===== src/rtl/irq_service_sequencer_pkg.sv =====
// Shared definitions for the interrupt service sequencer: FSM states, APB phases
// and the interrupt controller register map.
package irq_service_sequencer_pkg;

   localparam int APB_AW = 32;
   localparam int APB_DW = 32;

   // Register map shared with the interrupt controller's APB slave port.
   localparam logic [APB_AW-1:0] DEF_ENABLE_ADDR = 32'h0000_0000;
   localparam logic [APB_AW-1:0] DEF_STATUS_ADDR = 32'h0000_0004;
   localparam logic [APB_AW-1:0] DEF_CLEAR_ADDR  = 32'h0000_0008;
   localparam logic [APB_DW-1:0] DEF_INIT_MASK   = 32'h0000_000F;

   typedef enum logic [3:0] {
      ST_CFG_SETUP,
      ST_CFG_ACCESS,
      ST_IDLE,
      ST_RD_SETUP,
      ST_RD_ACCESS,
      ST_DECODE,
      ST_DELIVER,
      ST_WR_SETUP,
      ST_WR_ACCESS
   } seq_state_e;

   typedef enum logic [1:0] {
      APB_IDLE,
      APB_SETUP,
      APB_ACCESS
   } apb_phase_e;

   function automatic apb_phase_e phase_of(input seq_state_e s);
      case (s)
         ST_CFG_SETUP, ST_RD_SETUP, ST_WR_SETUP:    return APB_SETUP;
         ST_CFG_ACCESS, ST_RD_ACCESS, ST_WR_ACCESS: return APB_ACCESS;
         default:                                   return APB_IDLE;
      endcase
   endfunction

   function automatic logic [APB_DW-1:0] onehot32(input logic [4:0] idx);
      return 32'd1 << idx;
   endfunction

endpackage


===== src/rtl/irq_service_sequencer_if.sv =====
// APB bus between the sequencer (master) and the interrupt controller (slave).
interface irq_service_sequencer_if;
   import irq_service_sequencer_pkg::*;

   logic [APB_AW-1:0] paddr_o;
   logic              psel_o;
   logic              penable_o;
   logic              pwrite_o;
   logic [APB_DW-1:0] pwdata_o;
   logic [APB_DW-1:0] prdata_i;
   logic              pready_i;
   logic              pslverr_i;

   modport master (
      output paddr_o, psel_o, penable_o, pwrite_o, pwdata_o,
      input  prdata_i, pready_i, pslverr_i
   );

   modport slave (
      input  paddr_o, psel_o, penable_o, pwrite_o, pwdata_o,
      output prdata_i, pready_i, pslverr_i
   );

endinterface


===== src/rtl/irq_service_sequencer_priority_encoder.sv =====
// Fixed-priority encoder: the lowest set pending bit wins (bit 0 is highest priority).
module irq_priority_encoder #(
   parameter int N_IRQ = 4
) (
   input  logic [N_IRQ-1:0]         pending_i,
   output logic [$clog2(N_IRQ)-1:0] idx_o,
   output logic                     any_o
);

   localparam int VEC_W = $clog2(N_IRQ);

   // Scan from the top down so the last match, the lowest index, is what remains.
   always_comb begin
      idx_o = '0;
      any_o = 1'b0;
      for (int i = N_IRQ - 1; i >= 0; i--) begin
         if (pending_i[i]) begin
            idx_o = VEC_W'(i);
            any_o = 1'b1;
         end
      end
   end

endmodule


===== src/rtl/irq_service_sequencer.sv =====
// APB master that configures the interrupt controller once, then reads, delivers
// and clears the highest-priority pending interrupt on every interrupt assertion.
module irq_service_sequencer
   import irq_service_sequencer_pkg::*;
#(
   parameter int                N_IRQ       = 4,
   parameter logic [APB_AW-1:0] ENABLE_ADDR = DEF_ENABLE_ADDR,
   parameter logic [APB_AW-1:0] STATUS_ADDR = DEF_STATUS_ADDR,
   parameter logic [APB_AW-1:0] CLEAR_ADDR  = DEF_CLEAR_ADDR,
   parameter logic [APB_DW-1:0] INIT_MASK   = DEF_INIT_MASK,
   parameter int                TIMEOUT     = 16
) (
   input  logic                     pclk_i,
   input  logic                     rst_n_i,
   input  logic                     interrupt_i,
   irq_service_sequencer_if.master  apb,
   output logic                     irq_valid_o,
   output logic [$clog2(N_IRQ)-1:0] irq_vec_o,
   input  logic                     irq_ack_i,
   output logic                     busy_o,
   output logic                     err_o,
   output logic [7:0]               spurious_cnt_o
);

   localparam int VEC_W = $clog2(N_IRQ);
   localparam int TMO_W = $clog2(TIMEOUT + 1);

   seq_state_e        state_q, state_d;
   logic [APB_AW-1:0] paddr_q, paddr_d;
   logic              psel_q, psel_d;
   logic              penable_q, penable_d;
   logic              pwrite_q, pwrite_d;
   logic [APB_DW-1:0] pwdata_q, pwdata_d;
   logic [TMO_W-1:0]  tmo_q, tmo_d;
   logic [N_IRQ-1:0]  pending_q, pending_d;
   logic              valid_q, valid_d;
   logic [VEC_W-1:0]  vec_q, vec_d;
   logic              busy_q, busy_d;
   logic              err_q, err_d;
   logic [7:0]        spur_q, spur_d;

   logic [VEC_W-1:0]  enc_idx;
   logic              enc_any;
   logic              access_timeout;

   irq_priority_encoder #(.N_IRQ(N_IRQ)) u_prio (
      .pending_i (pending_q),
      .idx_o     (enc_idx),
      .any_o     (enc_any)
   );

   // All outputs are registered from the next state, so the bus shows the phase of
   // the state being entered. Right after reset CFG_SETUP is entered with psel low,
   // so it holds one extra cycle to present a proper setup phase.
   always_comb begin
      state_d   = state_q;
      paddr_d   = paddr_q;
      pwrite_d  = pwrite_q;
      pwdata_d  = pwdata_q;
      tmo_d     = tmo_q;
      pending_d = pending_q;
      valid_d   = valid_q;
      vec_d     = vec_q;
      err_d     = err_q;
      spur_d    = spur_q;

      access_timeout = !apb.pready_i && (tmo_q == TMO_W'(TIMEOUT - 1));

      case (state_q)
         ST_CFG_SETUP: if (psel_q) state_d = ST_CFG_ACCESS;
         ST_CFG_ACCESS, ST_WR_ACCESS: begin
            if (apb.pready_i) begin
               err_d   = err_q | apb.pslverr_i;
               state_d = ST_IDLE;
            end else if (access_timeout) begin
               err_d   = 1'b1;
               state_d = ST_IDLE;
            end else begin
               tmo_d = tmo_q + 1'b1;
            end
         end
         ST_IDLE:     if (interrupt_i) state_d = ST_RD_SETUP;
         ST_RD_SETUP: state_d = ST_RD_ACCESS;
         ST_RD_ACCESS: begin
            if (apb.pready_i) begin
               if (apb.pslverr_i) begin
                  err_d   = 1'b1;
                  state_d = ST_IDLE;
               end else begin
                  pending_d = apb.prdata_i[N_IRQ-1:0];
                  state_d   = ST_DECODE;
               end
            end else if (access_timeout) begin
               err_d   = 1'b1;
               state_d = ST_IDLE;
            end else begin
               tmo_d = tmo_q + 1'b1;
            end
         end
         ST_DECODE: begin
            if (enc_any) begin
               vec_d   = enc_idx;
               valid_d = 1'b1;
               state_d = ST_DELIVER;
            end else begin
               if (spur_q != 8'hFF) spur_d = spur_q + 8'd1;
               state_d = ST_IDLE;
            end
         end
         ST_DELIVER: begin
            if (irq_ack_i) begin
               valid_d = 1'b0;
               state_d = ST_WR_SETUP;
            end
         end
         ST_WR_SETUP: state_d = ST_WR_ACCESS;
         default:     state_d = ST_IDLE;
      endcase

      case (state_d)
         ST_CFG_SETUP: begin
            paddr_d  = ENABLE_ADDR;
            pwrite_d = 1'b1;
            pwdata_d = INIT_MASK;
            tmo_d    = '0;
         end
         ST_RD_SETUP: begin
            paddr_d  = STATUS_ADDR;
            pwrite_d = 1'b0;
            tmo_d    = '0;
         end
         ST_WR_SETUP: begin
            paddr_d  = CLEAR_ADDR;
            pwrite_d = 1'b1;
            pwdata_d = onehot32(5'(vec_q));
            tmo_d    = '0;
         end
         default: ;
      endcase

      psel_d    = (phase_of(state_d) != APB_IDLE);
      penable_d = (phase_of(state_d) == APB_ACCESS);
      busy_d    = (state_d != ST_IDLE);
   end

   always_ff @(posedge pclk_i) begin
      if (!rst_n_i) begin
         state_q   <= ST_CFG_SETUP;
         paddr_q   <= '0;
         psel_q    <= 1'b0;
         penable_q <= 1'b0;
         pwrite_q  <= 1'b0;
         pwdata_q  <= '0;
         tmo_q     <= '0;
         pending_q <= '0;
         valid_q   <= 1'b0;
         vec_q     <= '0;
         busy_q    <= 1'b0;
         err_q     <= 1'b0;
         spur_q    <= '0;
      end else begin
         state_q   <= state_d;
         paddr_q   <= paddr_d;
         psel_q    <= psel_d;
         penable_q <= penable_d;
         pwrite_q  <= pwrite_d;
         pwdata_q  <= pwdata_d;
         tmo_q     <= tmo_d;
         pending_q <= pending_d;
         valid_q   <= valid_d;
         vec_q     <= vec_d;
         busy_q    <= busy_d;
         err_q     <= err_d;
         spur_q    <= spur_d;
      end
   end

   assign apb.paddr_o    = paddr_q;
   assign apb.psel_o     = psel_q;
   assign apb.penable_o  = penable_q;
   assign apb.pwrite_o   = pwrite_q;
   assign apb.pwdata_o   = pwdata_q;
   assign irq_valid_o    = valid_q;
   assign irq_vec_o      = vec_q;
   assign busy_o         = busy_q;
   assign err_o          = err_q;
   assign spurious_cnt_o = spur_q;

endmodule


===== src/flat_wrapper.sv =====
// flat-port wrapper written by rule: the top's interface ports become plain ports
module irq_service_sequencer_flat import irq_service_sequencer_pkg::*;
#(
   parameter int                N_IRQ       = 4,
   parameter logic [APB_AW-1:0] ENABLE_ADDR = DEF_ENABLE_ADDR,
   parameter logic [APB_AW-1:0] STATUS_ADDR = DEF_STATUS_ADDR,
   parameter logic [APB_AW-1:0] CLEAR_ADDR  = DEF_CLEAR_ADDR,
   parameter logic [APB_DW-1:0] INIT_MASK   = DEF_INIT_MASK,
   parameter int                TIMEOUT     = 16
)
  (pclk_i, rst_n_i, interrupt_i, irq_valid_o, irq_vec_o, irq_ack_i, busy_o, err_o, spurious_cnt_o, apb_paddr_o, apb_psel_o, apb_penable_o, apb_pwrite_o, apb_pwdata_o, apb_prdata_i, apb_pready_i, apb_pslverr_i);
  irq_service_sequencer_if apb_i ();
  input  logic pclk_i;
  input  logic rst_n_i;
  input  logic interrupt_i;
  output logic irq_valid_o;
  output logic [$clog2(N_IRQ)-1:0] irq_vec_o;
  input  logic irq_ack_i;
  output logic busy_o;
  output logic err_o;
  output logic [7:0] spurious_cnt_o;
  output wire logic [$bits(apb_i.paddr_o)-1:0] apb_paddr_o;
  output wire logic [$bits(apb_i.psel_o)-1:0] apb_psel_o;
  output wire logic [$bits(apb_i.penable_o)-1:0] apb_penable_o;
  output wire logic [$bits(apb_i.pwrite_o)-1:0] apb_pwrite_o;
  output wire logic [$bits(apb_i.pwdata_o)-1:0] apb_pwdata_o;
  input wire logic [$bits(apb_i.prdata_i)-1:0] apb_prdata_i;
  input wire logic [$bits(apb_i.pready_i)-1:0] apb_pready_i;
  input wire logic [$bits(apb_i.pslverr_i)-1:0] apb_pslverr_i;
  assign apb_paddr_o = apb_i.paddr_o;
  assign apb_psel_o = apb_i.psel_o;
  assign apb_penable_o = apb_i.penable_o;
  assign apb_pwrite_o = apb_i.pwrite_o;
  assign apb_pwdata_o = apb_i.pwdata_o;
  assign apb_i.prdata_i = apb_prdata_i;
  assign apb_i.pready_i = apb_pready_i;
  assign apb_i.pslverr_i = apb_pslverr_i;
  irq_service_sequencer #(.N_IRQ(N_IRQ), .ENABLE_ADDR(ENABLE_ADDR), .STATUS_ADDR(STATUS_ADDR), .CLEAR_ADDR(CLEAR_ADDR), .INIT_MASK(INIT_MASK), .TIMEOUT(TIMEOUT)) u_core (.pclk_i(pclk_i), .rst_n_i(rst_n_i), .interrupt_i(interrupt_i), .apb(apb_i), .irq_valid_o(irq_valid_o), .irq_vec_o(irq_vec_o), .irq_ack_i(irq_ack_i), .busy_o(busy_o), .err_o(err_o), .spurious_cnt_o(spurious_cnt_o));
endmodule

===== config.mk =====
export PLATFORM = sky130hd
export DESIGN_NAME = irq_service_sequencer_flat
export DESIGN_NICKNAME = d
export VERILOG_FILES = /design/src/rtl/irq_service_sequencer_pkg.sv /design/src/rtl/irq_service_sequencer_if.sv /design/src/rtl/irq_service_sequencer_priority_encoder.sv /design/src/rtl/irq_service_sequencer.sv /design/src/flat_wrapper.sv
export SDC_FILE = /design/constraint.sdc
export NUM_CORES = 1
export LEC_CHECK = 0
export ABC_AREA = 1
export CORE_UTILIZATION = 40
export DETAILED_ROUTE_END_ITERATION = 7
export GPL_TIMING_DRIVEN = 0
export PLACE_DENSITY = 0.82
export SLEW_MARGIN = 20
export SYNTH_ARGS = -nofsm -noshare
export SYNTH_HDL_FRONTEND = slang
export SYNTH_HIERARCHICAL = 1
export SYNTH_SLANG_ARGS = --single-unit

===== constraint.sdc =====
create_clock -name pclk_i -period 2.5 [get_ports pclk_i]
set_input_delay 0.5 -clock pclk_i [delete_from_list [all_inputs] [get_ports pclk_i]]
set_output_delay 0.5 -clock pclk_i [all_outputs]
set_load 0.02 [all_outputs]

==> metrics.cfg <==
[hold_path]
hold_path_end = u_core/err_o
hold_depth = 2
worstHoldPathType = reg -> reg
hp-start = u_core/err_o

[floorplanning]
io_pins = 118
die_h_um = 76.60
die-width_um = 76.60
rows = 26
core-area_sq_mm = 0.005238
die-area_sq_mm = 0.005867
initial_core_util_pct = 42.50

[synth]
ys_seq_elements = 35
avgSynthCellArea_sq_um = 7.322
ys_seq_area_share_pct = 31.48
ys_warn_count = 6
synth_area_leaders = dfxtp_1, buf_4, nand2_1
synth_top_area_share_pct = 31.48
synth_top_area_cell = dfxtp_1
synthArstFlopShare_pct = 0
synth_edf_count = 0
mappedNetlistArea_sq_mm = 0.002226
synth.distinct_cells = 33
synth_cells = 304
ys.flop_type = dfxtp_1

[layout]
num-fill-cells = 501
nets = 439
layout-drive-gt1-share_pct = 24.06
syn_to_final_growth_pct = 30.86
diodes = 0
stdcell_area_sq_mm = 0.002913

[critical_path]
ff2ff_setup_slack_ns = 0.34
crit_slowest_cell = nor2_1
worst-r2r-cell-count = 14
crit_type = reg -> reg
worstPathCellList = ha_1, nand2_1, nor2_1, ha_1, nor2_1, nand2_1, o21ai_0, nand2_1, inv_1, nor2_2, nand2_4, nand2_2, o21ai_1, inv_1
cp_common_cell = nand2_1
cp_max_fo = 6
arrival_ns = 2.34
reg2reg_from = u_core/tmo_q[0]
worst_path_largest_cell_delay_ns = 0.36
critPathBufInv = 2
setup.worst_path.start_class = flop
end_kind = flop
rr_endpoint = u_core/apb.pwdata_o[3]
cp_top_family = simple AND/OR/NAND/NOR gates
cp_data_required_time_ns = 2.68

[clock_network]
cts.sinks = 35
postCtsHoldBufs = 0
clk_path_buf_depth = 2
clk_latency_ns = 0.28
root_buffer = clkbuf_8
numCtsBuffers = 5
post_cts_resized = 0
postCtsSetupBuffers = 0
htreeDepth = 2
cts_tree = done
path_clk_slew_ns = 0.07

[routing]
ant_nets = 0
vias_per_cell = 4.245
route.detailed.drc = 0
drtIter0Drc = 133
wirelength_um = 4519
wl_per_cell_um = 9.635
route.vias.total = 1991
dr.pass1.iters = 4

[place]
place_congestion = 0.8975
dpl_cell_area_sq_mm = 0.002828
dp_hpwl_um = 3554
port_buffers = 30

[timing]
max-slew-margin-rel_pct = 64.17
post-route-period-util_pct = 86.25
finalClockSkew_ns = 0.004459
hold_viol = 0
max_freq_mhz = 463.7
tns_ns = 0
worstMarginPinSlew_ns = 0.5374
holdWs_ns = 0.4604
drv_slew = 0
min_period_ns = 2.156
setup_violations = 0
rsz0062_at_grt = false

[global_route]
grt.busiest_layer = met2
grt_pass1_vias = 1726
grt_use_met3_pct = 4.431
met2_usage_pct = 27.12
grt.total_usage_pct = 15.66
antenna_found_initial = 0
grt_max_degree = 12
overflow = 0
grt_pass1_wl_um = 7500
gr-usage-met1_pct = 18.55

[power_and_ir_drop]
pwr_density_cell_mw_per_mm2 = 627.8
p_leak_nw = 1.378
irDropWorstVdd_uv = 501.6

[flow_run]
cap_violations = 0

[outcome]
outcome = completed

cells in the mapped netlist, types with 2 or more instances:
| master | instances |
|---|---|
| a21oi_2 | 5 |
| a21oi_1 | 21 |
| o21ai_0 | 9 |
| nand2_2 | 4 |
| or2_1 | 2 |
| nand3_4 | 2 |
| nor2_4 | 2 |
| xor2_1 | 3 |
| nor3_1 | 5 |
| nand3_2 | 5 |
| nor2_2 | 4 |
| ha_1 | 3 |
| nor2_1 | 27 |
| nand2_1 | 48 |
| inv_1 | 28 |
| dfxtp_1 | 35 |
| o21ai_1 | 4 |
| buf_4 | 58 |
| xnor2_1 | 2 |
| inv_2 | 4 |
| nand4_1 | 5 |
| clkbuf_1 | 3 |
| nand3_1 | 15 |
report_power, final:
part	switching, mW	internal (mW)
registers	0.0507	0.627
logic	0.453	0.298
clock network	0.205	0.195
state kept, by name (all words and copies together) (netlist names):
| name | flops |
|---|---|
| u_core/apb.paddr_o | 2 |
| u_core/pending_q | 4 |
| u_core/spurious_cnt_o | 8 |
| u_core/err_o | 1 |
| u_core/apb.pwdata_o | 4 |
| u_core/state_q | 4 |
| u_core/tmo_q | 5 |
| u_core/apb.psel_o | 1 |
| u_core/apb.penable_o | 1 |
| u_core/apb.pwrite_o | 1 |
| u_core/irq_valid_o | 1 |
| u_core/irq_vec_o | 2 |
| u_core/busy_o | 1 |
final cells by class:
cell class	instances	area [sq um]	share of cell area (%)
Clock buffer	6	72.57	2.491
Buffer	62	451.7	15.51
Inverter	33	125.1	4.296
Clock inverter	2	12.51	0.4296
Multi-Input combinational cell	231	1162	39.91
Timing Repair Buffer	30	300.3	10.31
Sequential cell	35	700.7	24.06
Tap cell	70	87.58	3.007
through the flow:
stage,total power [mW],utilization (%),std cells,setup WS (ns)
global route,1.944,55.61,469,0.07984
detailed placement,1.435,53.99,461,0.1342
finish,1.829,55.61,469,0.3436
global placement,1.426,53.99,461,0.1738
CTS,1.837,55.61,469,0.3549
floorplan,1.241,-,361,0.6723
how the worst max path moves through the flow:
stage | start | to | depth (start not counted)
2_1_floorplan | u_core/tmo_q[0] | u_core/apb.pwdata_o[0] | 12
3_3_place_gp | apb_pready_i | u_core/apb.pwdata_o[1] | 12
3_5_place_dp | apb_pready_i | u_core/apb.pwdata_o[3] | 12
4_1_cts | u_core/tmo_q[0] | u_core/apb.pwdata_o[3] | 14
5_1_grt | u_core/tmo_q[0] | u_core/apb.psel_o | 14
6_report | u_core/tmo_q[0] | u_core/apb.pwdata_o[3] | 14
worst min-delay path: stages, from the launching register on:
cell and delay (ns):
dfxtp_1 0.32, inv_1 0.05, a21oi_1 0.05
metal layers:
layer	wire length [um]	up-vias
li1	-	1041
met1	1889	859
met2	2176	87
met3	431	4
met4	21	0
met5	0	-
placed cells by master, fill, tap and decap left out, types with 3 or more instances in the layout:
cell	Yosys	layout
nand2_2	4	4
xor2_1	3	3
nand2_1	48	48
o21ai_0	9	9
nand3_2	5	5
nor3_1	5	5
buf_4	58	58
ha_1	3	3
nor2_1	27	27
a21oi_2	5	5
nand4_1	5	5
clkbuf_8	0	5
dfxtp_1	35	35
inv_1	28	28
nand3_1	15	15
inv_2	4	4
a21oi_1	21	21
o21ai_1	4	4
clkbuf_1	3	4
conb_1	1	58
clkdlybuf4s50_1	0	30
nor2_2	4	4
kinds of logic (layout without fill, tap and decap cells):
| logic type | Yosys count | count (layout) | share of synthesized area, % |
|---|---|---|---|
| adders and majority gates | 3 | 3 | 1.687 |
| buffers and inverters | 95 | 133 | 25.91 |
| other | 1 | 58 | 0.1685 |
| xor gates and xnor gates | 5 | 5 | 1.968 |
| AOI/OAI and AO/OA | 42 | 42 | 10.62 |
| DFF | 35 | 35 | 31.48 |
| and+or+nand+nor | 123 | 123 | 28.16 |
(Power assumes the default switching activity.)
